### src/rtl/lsu_pkg.sv
// Shared constants and types for the load/store unit: RV32I funct3
// encodings, response error causes and the control FSM state.
package lsu_pkg;

    // Load funct3 encodings
    localparam logic [2:0] F3_LB  = 3'b000;
    localparam logic [2:0] F3_LH  = 3'b001;
    localparam logic [2:0] F3_LW  = 3'b010;
    localparam logic [2:0] F3_LBU = 3'b100;
    localparam logic [2:0] F3_LHU = 3'b101;

    // Store funct3 encodings
    localparam logic [2:0] F3_SB  = 3'b000;
    localparam logic [2:0] F3_SH  = 3'b001;
    localparam logic [2:0] F3_SW  = 3'b010;

    // Response error causes
    localparam logic [1:0] ERR_NONE     = 2'b00;
    localparam logic [1:0] ERR_MISALIGN = 2'b01;
    localparam logic [1:0] ERR_ILLEGAL  = 2'b10;
    localparam logic [1:0] ERR_TIMEOUT  = 2'b11;

    typedef enum logic [1:0] {
        ST_IDLE   = 2'd0,
        ST_ACCESS = 2'd1,
        ST_RESP   = 2'd2
    } lsu_state_e;

endpackage

### src/rtl/lsu_align.sv
// Combinational byte-lane logic: request legality checks, store strobe and
// data replication, and load byte/half extraction with sign/zero extension.
module lsu_align
    import lsu_pkg::*;
(
    input  logic        is_store,
    input  logic [2:0]  funct3,
    input  logic [1:0]  addr_lo,
    input  logic [31:0] st_data,
    input  logic [31:0] ld_word,
    output logic [3:0]  wstrb,
    output logic [31:0] wdata,
    output logic [31:0] ld_data,
    output logic [1:0]  err
);

    logic illegal;
    logic misaligned;
    logic [7:0]  ld_byte;
    logic [15:0] ld_half;

    // Legality: illegal funct3 takes priority over misalignment
    always_comb begin
        illegal    = 1'b0;
        misaligned = 1'b0;
        if (is_store) begin
            illegal = !(funct3 == F3_SB || funct3 == F3_SH || funct3 == F3_SW);
        end else begin
            illegal = !(funct3 == F3_LB || funct3 == F3_LH || funct3 == F3_LW ||
                        funct3 == F3_LBU || funct3 == F3_LHU);
        end
        case (funct3[1:0])
            2'b01:   misaligned = addr_lo[0];
            2'b10:   misaligned = (addr_lo != 2'b00);
            default: misaligned = 1'b0;
        endcase
        if (illegal) begin
            err = ERR_ILLEGAL;
        end else if (misaligned) begin
            err = ERR_MISALIGN;
        end else begin
            err = ERR_NONE;
        end
    end

    // Store lane strobes and data replicated across every lane
    always_comb begin
        wstrb = 4'b1111;
        wdata = st_data;
        case (funct3[1:0])
            2'b00: begin
                wstrb = 4'b0001 << addr_lo;
                wdata = {4{st_data[7:0]}};
            end
            2'b01: begin
                wstrb = addr_lo[1] ? 4'b1100 : 4'b0011;
                wdata = {2{st_data[15:0]}};
            end
            default: begin
                wstrb = 4'b1111;
                wdata = st_data;
            end
        endcase
    end

    // Load lane selection and extension
    always_comb begin
        ld_byte = 8'h00;
        ld_half = addr_lo[1] ? ld_word[31:16] : ld_word[15:0];
        case (addr_lo)
            2'd0:    ld_byte = ld_word[7:0];
            2'd1:    ld_byte = ld_word[15:8];
            2'd2:    ld_byte = ld_word[23:16];
            default: ld_byte = ld_word[31:24];
        endcase
        case (funct3)
            F3_LB:   ld_data = {{24{ld_byte[7]}}, ld_byte};
            F3_LH:   ld_data = {{16{ld_half[15]}}, ld_half};
            F3_LW:   ld_data = ld_word;
            F3_LBU:  ld_data = {24'h0, ld_byte};
            F3_LHU:  ld_data = {16'h0, ld_half};
            default: ld_data = 32'h0;
        endcase
    end

endmodule

### src/rtl/load_store_unit.sv
// Memory-access stage: accepts one load/store at a time, drives a
// single-outstanding request/ready memory port, and returns a one-cycle
// writeback response or error cause. Flush squashes without aborting the bus.
module load_store_unit
    import lsu_pkg::*;
#(
    parameter int TIMEOUT_CYCLES = 16
) (
    input  logic        clk,
    input  logic        rst,
    input  logic        req_valid,
    output logic        req_ready,
    input  logic        req_is_store,
    input  logic [2:0]  req_funct3,
    input  logic [31:0] req_addr,
    input  logic [31:0] req_wdata,
    input  logic [4:0]  req_rd,
    input  logic        flush,
    output logic        mem_req,
    output logic        mem_we,
    output logic [31:0] mem_addr,
    output logic [3:0]  mem_wstrb,
    output logic [31:0] mem_wdata,
    input  logic        mem_ready,
    input  logic [31:0] mem_rdata,
    output logic        resp_valid,
    output logic        resp_wb_en,
    output logic [4:0]  resp_rd,
    output logic [31:0] resp_data,
    output logic [1:0]  resp_err,
    output logic        stall
);

    localparam int TO_W  = $clog2(TIMEOUT_CYCLES + 1);
    // Keep at least one counter bit so a disabled timeout still elaborates
    localparam int CNT_W = (TO_W < 1) ? 1 : TO_W;
    localparam logic [CNT_W-1:0] CNT_LAST = CNT_W'(TIMEOUT_CYCLES - 1);

    lsu_state_e      state_q, state_d;
    logic [CNT_W-1:0] cnt_q, cnt_d;
    logic            is_store_q, is_store_d;
    logic [2:0]      funct3_q, funct3_d;
    logic [31:0]     addr_q, addr_d;
    logic [31:0]     wdata_q, wdata_d;
    logic [4:0]      rd_q, rd_d;
    logic [1:0]      err_q, err_d;
    logic [31:0]     data_q, data_d;
    logic            squash_q, squash_d;

    logic            accept;
    logic            timeout_hit;
    logic            sel_is_store;
    logic [2:0]      sel_funct3;
    logic [1:0]      sel_addr_lo;
    logic [31:0]     sel_wdata;
    logic [3:0]      al_wstrb;
    logic [31:0]     al_wdata;
    logic [31:0]     al_ld_data;
    logic [1:0]      al_err;

    assign accept      = req_valid && (state_q == ST_IDLE) && !flush;
    assign timeout_hit = (TIMEOUT_CYCLES != 0) && (cnt_q == CNT_LAST);

    // In IDLE the aligner checks the incoming op; otherwise it formats the latched one
    assign sel_is_store = (state_q == ST_IDLE) ? req_is_store   : is_store_q;
    assign sel_funct3   = (state_q == ST_IDLE) ? req_funct3     : funct3_q;
    assign sel_addr_lo  = (state_q == ST_IDLE) ? req_addr[1:0]  : addr_q[1:0];
    assign sel_wdata    = (state_q == ST_IDLE) ? req_wdata      : wdata_q;

    lsu_align u_align (
        .is_store (sel_is_store),
        .funct3   (sel_funct3),
        .addr_lo  (sel_addr_lo),
        .st_data  (sel_wdata),
        .ld_word  (mem_rdata),
        .wstrb    (al_wstrb),
        .wdata    (al_wdata),
        .ld_data  (al_ld_data),
        .err      (al_err)
    );

    // State and datapath registers with synchronous reset
    always_ff @(posedge clk) begin
        if (rst) begin
            state_q    <= ST_IDLE;
            cnt_q      <= '0;
            is_store_q <= 1'b0;
            funct3_q   <= 3'b000;
            addr_q     <= 32'h0;
            wdata_q    <= 32'h0;
            rd_q       <= 5'd0;
            err_q      <= ERR_NONE;
            data_q     <= 32'h0;
            squash_q   <= 1'b0;
        end else begin
            state_q    <= state_d;
            cnt_q      <= cnt_d;
            is_store_q <= is_store_d;
            funct3_q   <= funct3_d;
            addr_q     <= addr_d;
            wdata_q    <= wdata_d;
            rd_q       <= rd_d;
            err_q      <= err_d;
            data_q     <= data_d;
            squash_q   <= squash_d;
        end
    end

    // Next-state and datapath update
    always_comb begin
        state_d    = state_q;
        cnt_d      = cnt_q;
        is_store_d = is_store_q;
        funct3_d   = funct3_q;
        addr_d     = addr_q;
        wdata_d    = wdata_q;
        rd_d       = rd_q;
        err_d      = err_q;
        data_d     = data_q;
        squash_d   = squash_q;
        case (state_q)
            ST_IDLE: begin
                if (accept) begin
                    is_store_d = req_is_store;
                    funct3_d   = req_funct3;
                    addr_d     = req_addr;
                    wdata_d    = req_wdata;
                    rd_d       = req_rd;
                    err_d      = al_err;
                    data_d     = 32'h0;
                    cnt_d      = '0;
                    squash_d   = 1'b0;
                    state_d    = (al_err != ERR_NONE) ? ST_RESP : ST_ACCESS;
                end
            end
            ST_ACCESS: begin
                if (flush) begin
                    squash_d = 1'b1;
                end
                if (mem_ready) begin
                    err_d   = ERR_NONE;
                    data_d  = is_store_q ? 32'h0 : al_ld_data;
                    state_d = (squash_q || flush) ? ST_IDLE : ST_RESP;
                end else if (timeout_hit) begin
                    err_d   = ERR_TIMEOUT;
                    data_d  = 32'h0;
                    state_d = (squash_q || flush) ? ST_IDLE : ST_RESP;
                end else begin
                    cnt_d = cnt_q + 1'b1;
                end
            end
            ST_RESP: begin
                state_d = ST_IDLE;
            end
            default: begin
                state_d = ST_IDLE;
            end
        endcase
    end

    // Port outputs decoded from the current state and latched op
    always_comb begin
        req_ready  = (state_q == ST_IDLE);
        stall      = (state_q != ST_IDLE) || accept;
        mem_req    = (state_q == ST_ACCESS);
        mem_we     = (state_q == ST_ACCESS) && is_store_q;
        mem_addr   = (state_q == ST_ACCESS) ? {addr_q[31:2], 2'b00} : 32'h0;
        mem_wstrb  = mem_we ? al_wstrb : 4'b0000;
        mem_wdata  = mem_we ? al_wdata : 32'h0;
        resp_valid = (state_q == ST_RESP) && !flush;
        resp_wb_en = resp_valid && !is_store_q && (err_q == ERR_NONE);
        resp_rd    = resp_valid ? rd_q   : 5'd0;
        resp_data  = resp_valid ? data_q : 32'h0;
        resp_err   = resp_valid ? err_q  : ERR_NONE;
    end

endmodule

### config.mk
export PLATFORM = sky130hd
export DESIGN_NAME = load_store_unit
export DESIGN_NICKNAME = d
export VERILOG_FILES = /design/src/rtl/lsu_pkg.sv /design/src/rtl/lsu_align.sv /design/src/rtl/load_store_unit.sv
export SDC_FILE = /design/constraint.sdc
export NUM_CORES = 1
export LEC_CHECK = 0
export BUFFER_PORTS_ARGS = -buffer_cell sky130_fd_sc_hd__buf_2
export CORE_UTILIZATION = 45
export CTS_BUF_LIST = sky130_fd_sc_hd__clkbuf_16
export DETAILED_ROUTE_END_ITERATION = 7
export PLACE_DENSITY = 0.76
export REMOVE_ABC_BUFFERS = 1
export SLEW_MARGIN = 10
export SYNTH_ARGS = -nofsm -noshare
export SYNTH_HDL_FRONTEND = slang
export SYNTH_SLANG_ARGS = --single-unit
### constraint.sdc
create_clock -name clk -period 2.9 [get_ports clk]
set_input_delay 0.29 -clock clk [delete_from_list [all_inputs] [get_ports clk]]
set_output_delay 0.29 -clock clk [all_outputs]
set_load 0.1 [all_outputs]
; ---- Word level (Yosys, flattened, before mapping)
; Index checks and enable logic that the tools add are counted.
; W data, S select, Z words.
[word_totals]
ff_bits = 115
output_inout_bits = 113
wordCells = 100
[classes]
add_sub_neg = 1
n_eq_ne = 16
shifts = 1
mux = 42
reduce_logical = 30
[ops]
columns = op, n
row1 = $mux W32, 8
row2 = $pmux W32 S5, 1
row3 = $pmux W32 S2, 2
row4 = $pmux W8 S3, 1
row5 = $mux W2, 11
row6 = $mux W5, 4
row7 = $mux W16, 1
row8 = $pmux W5 S2, 1
row9 = $logic_not A2 Y1, 4
row10 = $mux W4, 2
row11 = $pmux W2 S2, 2
row12 = $pmux W4 S2, 1
row13 = $reduce_bool A2 Y1, 4
row14 = $eq A2 B1 Y1 const B, 3
row15 = $eq A2 B2 Y1 const B, 3
row16 = $eq A3 B3 Y1 const B, 2
row17 = $logic_and A1 B1 Y1, 6
row18 = $logic_or A1 B1 Y1, 6
row19 = $ne A2 B2 Y1 const B, 3
row20 = $reduce_and A3 Y1, 2
row21 = $add A5 B1 Y5 const B, 1
row22 = $eq A5 B4 Y1 const B, 1
row23 = $mux W1, 5
row24 = $logic_not A1 Y1, 4
row25 = other kinds (10), 12

; ---- Longest topological paths before layout
[depth]
word_depth = 14
ltp_mapped = 15
mapped_depth_nobuf = 10

; ---- Hierarchy
; Synthesis repeated with hierarchy kept, for this count alone.
[hier_totals]
cells_unflattened = 881
area_unflattened_um2 = 6789.0
[modules_own_cells]
columns = mod, n_inst, cells_per_inst, area_each_um2, seq_area_each_um2
row1 = load_store_unit, 1, 696, 5471.5, 2302.2
row2 = lsu_align, 1, 185, 1317.5, 0.0

; ---- Worst setup path before layout
; Ideal clock, no wire load.
[synth_timing]
kind = register to output
startpoint = register state_q[1]
endpoint = output port mem_wdata[16]
t_arrival_ns = 5.626
required_time_ns = 2.610
slack_ns = -3.016
path_stages_with_launch = 14
n_path_buf = 6
cell_sequence = dfxtp_1 > or2_1 > inv_1 > buf_4 > buf_4 > buf_1 > nand2_1 > nand2_1 > ha_1 > clkbuf_1 > clkbuf_1 > clkbuf_1 > o211ai_1 > o21ai_0
[synth_between]
elab_chain_len = 5
word_cells_on_any_way = 9
classes_between = eq/ne: 2 / mux: 4 / reduce/logical: 3
[synth_lines]
columns = element, line
row1 = "start, declared", load_store_unit.sv:39  ; lsu_state_e state_q, state_d;
row2 = "start signal, assigned", load_store_unit.sv:96  ; state_q <= state_d;
row3 = $logic_not A2 Y1 *, --
row4 = net req_ready, load_store_unit.sv:12  ; output logic req_ready,
row5 = $mux W3, load_store_unit.sv:66  ; assign sel_funct3 = (state_q == ST_IDLE) ? req_funct3 : funct3_q;
row6 = $eq A2 B1 Y1 or $logic_not A2 Y1 (tied branches), lsu_align.sv:50  ; case (funct3[1:0])
row7 = $pmux W32 S2 *, lsu_align.sv:50
row8 = $mux W32 *, load_store_unit.sv:169  ; mem_wdata = mem_we ? al_wdata : 32'h0;
row9 = "end, declared", load_store_unit.sv:23  ; output logic [31:0] mem_wdata,
; The timed path passes the listed nets; every way through them passes the cells marked *.

; ---- Worst setup path after layout
[layout_timing]
startpoint = register state_q[0]
endpoint = output port mem_wdata[26]
[layout_between]
elab_chain_len = 5
word_cells_on_any_way = 9
classes_between = eq/ne: 2 / mux: 4 / reduce/logical: 3
[layout_lines]
columns = element, line
row1 = $logic_not A2 Y1, "load_store_unit.sv:66, load_store_unit.sv:68"
row2 = $mux W3, load_store_unit.sv:66
row3 = $eq A2 B1 Y1 or $logic_not A2 Y1 (tied branches), lsu_align.sv:50
row4 = $pmux W32 S2, lsu_align.sv:50
row5 = $mux W32 *, load_store_unit.sv:169
; Every way passes the cells marked *; elsewhere a longest branch is shown, timed or not.

==> impl_metrics.toml <==
[synth]
async_flop_share_pct = 0
synth_top_cell_by_area = "dfxtp_1"
synth-main-ff-cell = "dfxtp_1"
synth_top_area_share_pct = 35.9
ys_ff_latch = 115
avgSynthCellArea_sq_um = 7.82
ys_seq_area_share_pct = 35.9
synth_cell_types = 66
synth_warnings = 0
synth_edf_count = 0
synthTopCellsByArea = "dfxtp_1 (36%), nand2_1 (11%), a21oi_1 (8.8%), and2_1 (7.1%), mux2i_1 (3.9%)"
synthCells = 820
syn_area_sq_mm = 0.00641

[worst_hold_path]
worstHoldPathType = "in -> reg"

[die]
io-pin-count = 223
die_h_um = 121
fp.dieW_um = 121
die_area_sq_mm = 0.0147
start_util_pct = 46.2
core_sq_mm = 0.0139
rows = 43

[grt]
grt_util_all_layers_pct = 27.7
antenna_found_initial = 0
grt_first_pass_wirelength_mm = 31.9
grt_max_degree = 79
grt.overflow.total = 0
grt_pass1_vias = 6296

[setup_path]
worstPathCellList = "or2_4 -> inv_4 -> mux2i_4 -> buf_6 -> ha_4 -> clkinvlp_4 -> buf_4 -> o22ai_2 -> o21ai_2 -> a31oi_1 -> bufbuf_16"
cp.arrival_ps = 2630
slowest_stage = "bufbuf_16"
end_kind = "output pin"
start_kind = "flip-flop"
cp_num_buf_inv = 5
criticalPathCategory = "reg -> out"
rrSetupSlack_ps = 90
worstPathRequired_ps = 2610
critPathTopFamily = "buffers and inverters"
max_stage_delay_ps = 340
crit_fanout = 5

[run_status]
status = "finished, violations left"
violations = "setup timing"

[timing]
drv_slew = 0
finClkSkew_ps = 7.21
period_share_pct = 101
tightest_slew_ps = 1040
fin_hold_ws_ps = 109
finalWorstSetupSlack_ps = -19.2
fmax_mhz = 343
fin_crit_ps = 2920
final_hold_viol_count = 0
setup_viol = 3
rsz0062_at_grt = "true"
maxSlewHeadroom_pct = 30.7

[clocking]
insertion_delay_ps = 410
cts.sinks = 115
clockBufferDepth = 2
path_clk_slew_ps = 60
root_buffer = "clkbuf_16"
cts_tree = "yes"
numCtsBuffers = 17
h-tree-depth = 4

[finish]
mostFrequentLayoutCell = "nand2_1"
multiInputGateArea_sq_mm = 0.00385
drive_gt1_share_pct = 32.9
nets = 1134
areaGrowthSynthToFinish_pct = 41.6
seqCellArea_sq_mm = 0.00230
n_fill_cell = 1154
final_cell_mix = "nand2_1 (182), buf_2 (181), dfxtp_1 (114)"
post-route-util_pct = 65.4
diodes = 0

[power_and_ir_drop]
power.density_mw_per_mm2 = 537
p_leak_nw = 3.83
irDropWorstVdd_v = 0.000377

[route]
wirelength_mm = 20.7
drtAntennaViolNets = 0
route.detailed.drc = 0
num_vias = 6914
via_per_inst = 5.70
first_iter_violations = 588
drt-wirelength-per-cell_um = 17.1
first_pass_iters = 5

[run]
cap_violations = 0

[placed_design]
dp_hpwl_mm = 13.4
io_buffers = 220
place_ws_ps = 91.4
gp_congestion = 0.871
synthesized netlist by cell type (3+ instances only):
cell type,number
o221ai_1,7
nor3_1,7
inv_1,12
ha_1,5
a211o_1,8
o22ai_1,8
buf_6,5
mux2_2,5
buf_4,6
and2_1,73
o21a_1,3
a32oi_1,8
a311oi_1,9
nand3_1,17
buf_2,10
a2111o_1,7
a211oi_1,8
a21oi_1,113
mux2i_1,25
nand2_1,183
buf_1,9
dfxtp_1,115
a222oi_1,7
a22oi_1,17
mux2_4,3
a31oi_1,7
and3_1,3
o21ai_0,25
clkbuf_1,46
nor2_1,15
nor3b_1,8
a311oi_2,7
stage by stage:
stage | power [W] | area (sq um) | instances | TNS (ps)
floorplan | 0.00230 | 6060 | 745 | -269320
global placement | 0.00266 | 8230 | 1174 | 0
detailed placement | 0.00267 | 8230 | 1174 | 0
CTS | 0.00485 | 8970 | 1212 | 0
global route | 0.00506 | 9080 | 1212 | -841
finish | 0.00487 | 9080 | 1212 | -34.8
path summary, 6_finish.rpt:
| path | startpoint | end | depth (start not counted) |
|---|---|---|---|
| hold reg to reg | rd_q[4] | rd_q[4] | 2 |
| setup / recovery | state_q[0] | mem_wdata[26] | 11 |
| setup reg to reg | state_q[0] | data_q[28] | 10 |
| hold / removal | req_addr[25] | addr_q[25] | 3 |
registers in the layout, indices dropped and copies added, names as in the netlist:
| register | flops |
|---|---|
| addr_q | 32 |
| cnt_q | 5 |
| data_q | 32 |
| err_q | 2 |
| funct3_q | 3 |
| is_store_q | 1 |
| rd_q | 5 |
| squash_q | 1 |
| state_q | 2 |
| wdata_q | 32 |
final cells by class:
| cell class | count | share of cell area, % |
|---|---|---|
| Inverter | 12 | 0.565 |
| Timing Repair Buffer | 255 | 22.5 |
| Tap cell | 180 | 2.48 |
| Sequential cell | 115 | 25.4 |
| Clock buffer | 17 | 4.69 |
| Multi-Input combinational cell | 618 | 42.4 |
| Clock inverter | 15 | 2.00 |
worst reg2reg max path: stages (launching register included):
cell,delay (ps)
dfxtp_2,320
or2_4,270
buf_6,160
nand2_1,80
nand2_1,90
inv_2,90
ha_1,200
o211a_1,230
o311a_1,860
a21oi_1,150
a311oi_2,280
kinds of logic (layout without fill, tap and decap cells):
group                      count (synthesis)  count (layout)  synth area share [%]
other                                      1               2                0.0585
muxes                                     33              33                  5.48
adders and majority gates                  5               5                 0.976
xor gates and xnor gates                   3               3                 0.410
AOI/OAI and AO/OA                        255             255                  27.2
and+or+nand+nor                          320             320                  23.7
buffers and inverters                     88             299                  6.28
DFF                                      115             115                  35.9
timing repair:
action / 4_1_cts / 5_1_grt
pin swaps: 3 / 5
setup endpoints to repair: 27 / 32
setup buffers: 6 / 0
hold buffers: 0 / 0
resized for setup: 26 / 28
where the power goes:
| part | switching [W] | internal, W |
|---|---|---|
| combinational | 0.000678 | 0.000361 |
| clock | 0.000788 | 0.00136 |
| sequential | 0.0000380 | 0.00165 |
metal layers:
metal  track usage (%)  share of wire [%]  vias up
met4              10.6                1.6        0
li1                  -                  -     3317
met5                 0                  0        -
met1              34.6                 42     3223
met2              45.1                 48      344
met3              7.71                8.5       30
Power figures use the tool's default switching activity.
